===== src/rtl/event_timestamper.sv =====
// event_timestamper: records the time and polarity of qualifying input edges into a FWFT FIFO.
// Latency: the timestamp is the counter value 2 cycles after the input is first sampled; ts_valid rises 3 edges after that first sample.
// Backpressure: ts_valid/ts_ready pop side; a capture into a full FIFO with no same-cycle pop is dropped and overflow is set.
//
// Ports:
//   s_axi_aclk, s_axi_aresetn : clock, asynchronous active-low reset
//   clear, arm                : single-cycle control pulses (clear wins over arm)
//   edge_sel                  : bit0 captures rising edges, bit1 captures falling edges
//   input_signal              : asynchronous input under measurement
//   ts_data, ts_polarity      : FIFO head (timestamp, 1 = rising)
//   ts_valid, ts_ready        : FIFO head handshake
//   event_count               : events accepted since the last arm
//   overflow                  : sticky, an event was dropped because the FIFO was full
//   busy                      : capture window open
//
// Optional build macro TS_GLITCH_FILTER_EN: inserts a 3-cycle stability filter after the
// synchronizer, which suppresses pulses shorter than 3 cycles and delays every timestamp by 3.
module event_timestamper #(
  parameter int MAX_DELAY   = 1000000000,
  parameter int MAX_EVENT   = 1000,
  parameter int DELAY_WIDTH = $clog2(MAX_DELAY),
  parameter int EVENT_WIDTH = $clog2(MAX_EVENT),
  parameter int FIFO_DEPTH  = 16
) (
  input  logic                   s_axi_aclk,
  input  logic                   s_axi_aresetn,
  input  logic                   clear,
  input  logic                   arm,
  input  logic [1:0]             edge_sel,
  input  logic                   input_signal,
  output logic [DELAY_WIDTH-1:0] ts_data,
  output logic                   ts_polarity,
  output logic                   ts_valid,
  input  logic                   ts_ready,
  output logic [EVENT_WIDTH-1:0] event_count,
  output logic                   overflow,
  output logic                   busy
);

  localparam int AW = $clog2(FIFO_DEPTH);
  localparam int PW = AW + 1;
  localparam int EW = DELAY_WIDTH + 1;

  localparam logic [DELAY_WIDTH-1:0] LAST_TICK  = DELAY_WIDTH'(MAX_DELAY - 1);
  localparam logic [EVENT_WIDTH-1:0] LAST_EVENT = EVENT_WIDTH'(MAX_EVENT - 1);
  localparam logic [PW-1:0]          DEPTH_P    = PW'(FIFO_DEPTH);

  typedef enum logic [1:0] {
    IDLE  = 2'd0,
    ARMED = 2'd1,
    DONE  = 2'd2
  } state_t;

  state_t state, state_nxt;

  logic                   sync1, sync2, sync3;
  logic                   lvl;
  logic                   edge_det, qual;
  logic [DELAY_WIDTH-1:0] counter;
  logic                   push_req, accept, pop, full;
  logic                   last_tick, last_event;

  logic [EW-1:0]          mem [FIFO_DEPTH];
  logic [EW-1:0]          head;
  logic [PW-1:0]          wr_ptr, rd_ptr, vis_ptr;
  logic [PW-1:0]          used;

  // ---------------------------------------------------------------
  // Input synchronizer
  // ---------------------------------------------------------------
  always_ff @(posedge s_axi_aclk or negedge s_axi_aresetn) begin
    if (!s_axi_aresetn) begin
      sync1 <= 1'b0;
      sync2 <= 1'b0;
    end else begin
      sync1 <= input_signal;
      sync2 <= sync1;
    end
  end

`ifdef TS_GLITCH_FILTER_EN
  // The filtered level only follows sync2 once sync2 has matched its two
  // previous samples, i.e. it has been stable for 3 consecutive cycles.
  logic sync2_d1, sync2_d2, filt;

  always_ff @(posedge s_axi_aclk or negedge s_axi_aresetn) begin
    if (!s_axi_aresetn) begin
      sync2_d1 <= 1'b0;
      sync2_d2 <= 1'b0;
      filt     <= 1'b0;
    end else begin
      sync2_d1 <= sync2;
      sync2_d2 <= sync2_d1;
      if ((sync2 == sync2_d1) && (sync2_d1 == sync2_d2)) begin
        filt <= sync2;
      end
    end
  end

  assign lvl = filt;
`else
  assign lvl = sync2;
`endif

  // sync3 is the history flop of whichever level feeds edge detection.
  always_ff @(posedge s_axi_aclk or negedge s_axi_aresetn) begin
    if (!s_axi_aresetn) begin
      sync3 <= 1'b0;
    end else begin
      sync3 <= lvl;
    end
  end

  assign edge_det = lvl ^ sync3;
  assign qual     = edge_det && (lvl ? edge_sel[0] : edge_sel[1]);

  // ---------------------------------------------------------------
  // Capture / FIFO admission
  // ---------------------------------------------------------------
  // An arm pulse restarts the window, so a detection in that same cycle is
  // not attributed to either the old or the new window.
  assign push_req   = (state == ARMED) && qual && !arm && !clear;
  assign used       = wr_ptr - rd_ptr;
  assign full       = (used == DEPTH_P);
  assign pop        = ts_valid && ts_ready;
  assign accept     = push_req && (!full || pop);
  assign last_tick  = (counter == LAST_TICK);
  assign last_event = (event_count == LAST_EVENT);

  // ---------------------------------------------------------------
  // FSM
  // ---------------------------------------------------------------
  always_ff @(posedge s_axi_aclk or negedge s_axi_aresetn) begin
    if (!s_axi_aresetn) begin
      state <= IDLE;
    end else begin
      state <= state_nxt;
    end
  end

  always_comb begin
    state_nxt = state;
    case (state)
      IDLE: begin
        if (arm) state_nxt = ARMED;
      end
      ARMED: begin
        if (arm) begin
          state_nxt = ARMED;
        end else if (last_tick || (accept && last_event)) begin
          state_nxt = DONE;
        end
      end
      DONE: begin
        if (arm) state_nxt = ARMED;
      end
      default: state_nxt = IDLE;
    endcase
    if (clear) state_nxt = IDLE;
  end

  assign busy = (state == ARMED);

  // ---------------------------------------------------------------
  // Timestamp counter, event counter, overflow flag
  // ---------------------------------------------------------------
  // The counter only advances while the window stays open, so it freezes
  // at its final value when the window closes.
  always_ff @(posedge s_axi_aclk or negedge s_axi_aresetn) begin
    if (!s_axi_aresetn) begin
      counter <= '0;
    end else if (clear || arm) begin
      counter <= '0;
    end else if ((state == ARMED) && (state_nxt == ARMED)) begin
      counter <= counter + DELAY_WIDTH'(1);
    end
  end

  always_ff @(posedge s_axi_aclk or negedge s_axi_aresetn) begin
    if (!s_axi_aresetn) begin
      event_count <= '0;
    end else if (clear || arm) begin
      event_count <= '0;
    end else if (accept) begin
      event_count <= event_count + EVENT_WIDTH'(1);
    end
  end

  always_ff @(posedge s_axi_aclk or negedge s_axi_aresetn) begin
    if (!s_axi_aresetn) begin
      overflow <= 1'b0;
    end else if (clear) begin
      overflow <= 1'b0;
    end else if (push_req && !accept) begin
      overflow <= 1'b1;
    end
  end

  // ---------------------------------------------------------------
  // Timestamp FIFO
  // ---------------------------------------------------------------
  // wr_ptr counts stored entries and drives fullness; vis_ptr trails it by
  // one cycle so a freshly written entry becomes visible on the next edge.
  always_ff @(posedge s_axi_aclk or negedge s_axi_aresetn) begin
    if (!s_axi_aresetn) begin
      wr_ptr  <= '0;
      rd_ptr  <= '0;
      vis_ptr <= '0;
    end else if (clear) begin
      wr_ptr  <= '0;
      rd_ptr  <= '0;
      vis_ptr <= '0;
    end else begin
      if (accept) wr_ptr <= wr_ptr + PW'(1);
      if (pop)    rd_ptr <= rd_ptr + PW'(1);
      vis_ptr <= wr_ptr;
    end
  end

  always_ff @(posedge s_axi_aclk) begin
    if (accept) begin
      mem[wr_ptr[AW-1:0]] <= {lvl, counter};
    end
  end

  assign head        = mem[rd_ptr[AW-1:0]];
  assign ts_valid    = (vis_ptr != rd_ptr);
  assign ts_data     = ts_valid ? head[DELAY_WIDTH-1:0] : '0;
  assign ts_polarity = ts_valid & head[DELAY_WIDTH];

endmodule


===== config.mk =====
export PLATFORM = sky130hd
export DESIGN_NAME = event_timestamper
export DESIGN_NICKNAME = d
export VERILOG_FILES = /design/src/rtl/event_timestamper.sv
export SDC_FILE = /design/constraint.sdc
export NUM_CORES = 1
export LEC_CHECK = 0
export ABC_AREA = 1
export CORE_ASPECT_RATIO = 0.8
export CORE_MARGIN = 1.5
export CORE_UTILIZATION = 60
export CTS_BUF_LIST = sky130_fd_sc_hd__clkbuf_8
export CTS_CLUSTER_DIAMETER = 50
export CTS_CLUSTER_SIZE = 20
export DETAILED_ROUTE_END_ITERATION = 10
export GPL_ROUTABILITY_DRIVEN = 0
export PLACE_DENSITY = 0.81
export SYNTH_ARGS = -nofsm -noshare
export SYNTH_HDL_FRONTEND = slang
export SYNTH_SLANG_ARGS = --single-unit

===== constraint.sdc =====
create_clock -name s_axi_aclk -period 5.7 [get_ports s_axi_aclk]
set_clock_uncertainty 0.15 [all_clocks]
set_input_delay 1.14 -clock s_axi_aclk [delete_from_list [all_inputs] [get_ports s_axi_aclk]]
set_output_delay 1.14 -clock s_axi_aclk [all_outputs]
set_load 0.02 [all_outputs]

# == After elaboration in Yosys (flattened, before gate mapping) ==
# Memories as Yosys holds them, arrays and structs flattened.
# Cells that the tools add are included.
# word_totals
reg_bits,61
latchBits,0
ram_bits,496
romBits,0
out_inout_bits,44
wordCells,68
memories,1
# op_classes
add_sub_neg,5
n_mul,0
div,0
n_lt_le_gt_ge,0
n_eq_ne,7
n_shift,0
n_mux,20
bitwise,2
reduce_logical,23
# mem_list
memory,words,word_bits,read_ports,rd_clocked_by_memory_dff,wr,line,source
mem,16,31,1,0,1,63,logic [EW-1:0] mem [FIFO_DEPTH];
# ops
operator,n
$mux 30,3
$add 30x1->30 const B,1
$eq 30x30->1 const B,1
$mux 5,5
$mux 10,2
$add 10x1->10 const B,1
$add 5x1->5 const B,2
$eq 10x10->1 const B,1
$reduce_bool 2->1,5
$logic_and 1x1->1,9
$mux 2,4
$eq 5x5->1 const B,1
$mux 1,5
$ne 5x5->1,1
$sub 5x5->5,1
$eq 2x1->1 const B,2
$logic_not 1->1,4
$pmux 2 s2,1
$logic_or 1x1->1,3
$eq 2x2->1 const B,1
$logic_not 2->1,1
$reduce_or 2->1,1
$and 1x1->1,1
$xor 1x1->1,1

# == Logic depth before layout (Yosys ltp) ==
# depth
ltp_word,16
ltp_mapped,21
depth_no_buf,16

# == Worst setup path before layout ==
# Ideal clock, no wire load.
# synth_path
kind,input port to flip-flop
startpoint,input port clear
endpoint,"memory mem[15][0] (netlist name), enable pin"
setup_ps,420
t_arrival_ps,3378
slack_ps,1752
cell_stages,8
path_cell_list,clkbuf_1 nor2_1 nand2_1 nor2_1 nand2_1 inv_2 nand2_1 nor2_1
# synth_between
elab_chain_len,5
# synth_lines
item,line,source
"start, declared",27,"input logic clear,"
$logic_not 1->1,122,assign push_req = (state == ARMED) && qual && !arm && !clear;
$logic_and 1x1->1,122,
$logic_and 1x1->1,126,assign accept = push_req && (!full || pop);
$mux 1,221,if (accept) begin
$mux 1 (implied by the code),222,"mem[wr_ptr[AW-1:0]] <= {lvl, counter};"
"end, declared",63,
# No other way between the ends.

# == Final worst setup path ==
# layout_path
startpoint,register rd_ptr[1]
endpoint,output port ts_data[26]
# layout_between
elab_chain_len,2
# layout_lines
item,line,source
"start, declared",65,"logic [PW-1:0] wr_ptr, rd_ptr, vis_ptr;"
"start signal, assigned",215,if (pop) rd_ptr <= rd_ptr + PW'(1);
$mem_v2 16x31 / $ne 5x5->1 (equally long branches),-,
$mux 30 *,228,assign ts_data = ts_valid ? head[DELAY_WIDTH-1:0] : '0;
"end, declared",31,"output logic [DELAY_WIDTH-1:0] ts_data,"
# Mark *: on every way between the ends. The rest lies on a longest branch, timed or not.

==> flow_summary.yaml <==
floorplanning:
  core_area_mm2: 0.03736
  rows: 63
  die_area_mm2: 0.03942
  start_util_pct: 61.39
  io_pins: 52
  fp.dieW_um: 221.6
  die_h_um: 177.9
critical_path:
  start_kind: "register"
  path_max_fanout: 108
  crit_family: "buffers and inverters"
  critPathMaxStageDelay_ns: 0.89
  cp_slowest_cell: "buf_4"
  critPathKind: "register to primary output"
  cp-end-kind: "primary output"
  crit_chain: "buf_4, o21ai_0, o221ai_1, nand3_1, a31oi_1, clkdlybuf4s50_1"
  path_buf_inv: 2
  worstSetupStartpoint: "rd_ptr[1]"
  timing.rr.start: "rd_ptr[3]"
  worst_ep_required_time_ns: 4.41
  cp.arrival_ns: 4.03
  rrSetupSlack_ns: 1.68
grt:
  grt_start_max_net_pins: 171
  grt_pass1_vias: 15438
  overflow: 0
  antenna_found_initial: 0
  grt_usage_pct: 29.96
  grt_pass1_wl_um: 89430
yosys:
  seq_area_frac_synth_pct: 71.59
  synth-edff-count: 496
  yosys_warnings: 0
  synthArstFlopShare_pct: 10.95
  synth.largest_area_cell: "edfxtp_1"
  synth_flop_cell: "edfxtp_1"
  synthCells: 1901
  netlist.area_leader.share_pct: 64.94
  ys_ff_latch: 557
  postSynthAreaPerCell_um2: 12.07
  synth.area.top_cells: "edfxtp_1 (65%), dfrtp_1 (6.7%), o21ai_0 (5.7%)"
  synth_cell_types: 37
  netlist_area_mm2: 0.02294
  synthesis.nets: 1920
clock_network:
  cts-buffers-inserted: 41
  postCtsSetupBuffers: 0
  clk_latency_ns: 0.63
  ctsResizeCount: 0
  cts-root-buf: "clkbuf_8"
  clock_path_buffers: 3
  clk_transition_reported_paths_ns: 0.10
  clkSinkCount: 557
  cts_max_level: 2
  cts_tree: "built"
  cts_hold_buf: 0
detailed_routing:
  ant_nets: 0
  wl_per_cell_um: 24.04
  drt_iter0_drc: 2256
  drc: 0
  via_per_inst: 6.488
  vias: 15786
  first_pass_iters: 5
  wl_um: 58500
layout:
  antenna_cells: 0
  fin_nets: 1937
  drive_above_1_share_pct: 8.119
  fin_cells: 2433
  area_growth_pct: 9.187
pwr:
  intPower_w: 0.005604
  leakagePower_nw: 8.795
  p_sw_w: 0.001943
  p_seq_share_pct: 58.5
  swShare_pct: 25.75
  clock_power_share_pct: 30.3
  vdd_drop_max_v: 0.0002023
  combPwrFrac_pct: 11.2
  p_per_area_mw_per_mm2: 301.4
timing:
  finalHoldViolCount: 0
  timing.final.crit_share_pct: 93.26
  clock.fmax_mhz: 188.1
  min_period_ns: 5.316
  slew_headroom_pct: 19.18
  tns_ns: 0
  timing.hold.ws_ns: 0.2092
  worst_slew_pin_slew_ns: 1.212
  rsz0062_at_grt: "no"
  setup_violations: 0
  slew_violations: 0
placement:
  dp.cells: 2362
  io_buffers: 51
  dp_hpwl_um: 33010
run_status:
  status: "completed"
worst_hold_path:
  hold_class: "register to register"
  hp-start: "sync1"
flow_run:
  drv_cap: 0
## per-stage QoR
stage	worst slack, ns	total power (W)	util (%)	instance area (um^2)
after floorplan	1.752	0.005043	-	22940
after global placement	1.225	0.005313	64.60	24140
after detailed placement	1.215	0.005338	64.60	24140
after CTS	0.5147	0.007552	67.03	25040
after global routing	0.3687	0.007784	67.03	25040
final	0.3839	0.007547	67.03	25040
## layout make-up
cell class | count | area, um^2
Clock inverter | 27 | 299.0
Timing Repair Buffer | 91 | 930.9
Clock buffer | 44 | 605.6
Multi-Input combinational cell | 1168 | 5941
Inverter | 59 | 227.7
Fill cell | 2618 | 12320
Sequential cell | 557 | 16430
Tap cell | 487 | 609.3
## power groups by stage
stage | combinational [W] | clock (W) | sequential (W)
after floorplan | 0.000551 | 0 | 0.00449
after global placement | 0.000808 | 0 | 0.00450
after detailed placement | 0.000833 | 0 | 0.00450
after CTS | 0.000837 | 0.00230 | 0.00441
after global routing | 0.000914 | 0.00245 | 0.00442
final | 0.000847 | 0.00229 | 0.00441
## Yosys cell counts, drive strengths merged (4+ instances only)
master / instances
dfrtp: 61
o211ai: 9
ha: 11
edfxtp: 496
nand3: 73
nand4: 11
o221ai: 53
a31oi: 32
nor2: 341
a21oi: 9
o21ai: 260
inv: 58
nor3: 22
xor2: 26
o22ai: 71
nand2: 225
nor4: 9
xnor2: 6
clkbuf: 85
buf: 32
o31ai: 4
## worst paths after layout
check | endpoint | cells after the start
hold / removal | lvl | 0
setup / recovery | ts_data[26] | 6
setup reg to reg | mem[4][16] | 13
max in group asynchronous | rd_ptr[1] | 2
hold reg to reg | lvl | 0
min in group asynchronous | event_count[5] | 2
## sequential cells by signal, summed over array words and instances, names as in the netlist
signal	count
lvl	1
event_count	10
rd_ptr	5
mem	496
vis_ptr	5
wr_ptr	5
counter	30
state	2
sync1	1
overflow	1
sync3	1
## layout by cell type (no fill, tap or decap), drive strengths merged, types with 6 or more instances in the layout
master and count:
a31oi 32, clkinv 9, a21oi 9, xor2 26
nor3 22, xnor2 6, nor4 9, clkdlybuf4s50 50
o221ai 53, inv 68, nor2 341, ha 11
o211ai 9, dfrtp 61, buf 41, nand2 225
nand3 73, edfxtp 496, clkbuf 44, o22ai 71
o21ai 260, nand4 11
## metal layers
layer / GRT usage (%) / wire length (um)
met5: 0 / 0
met4: 10.84 / 1907
met3: 4.917 / 6373
met2: 48.95 / 27890
met1: 41.31 / 22330
## kinds of logic after synthesis
| logic type | Yosys count | share of synthesized area [%] |
|---|---|---|
| AOI/OAI and AO/OA | 441 | 11.23 |
| xor gates and xnor gates | 32 | 1.222 |
| adders and majority gates | 11 | 0.6001 |
| buffers and inverters | 176 | 3.071 |
| DFF | 557 | 71.59 |
| and+or+nand+nor | 684 | 12.29 |
No activity file was read; power rests on OpenSTA's default activity.
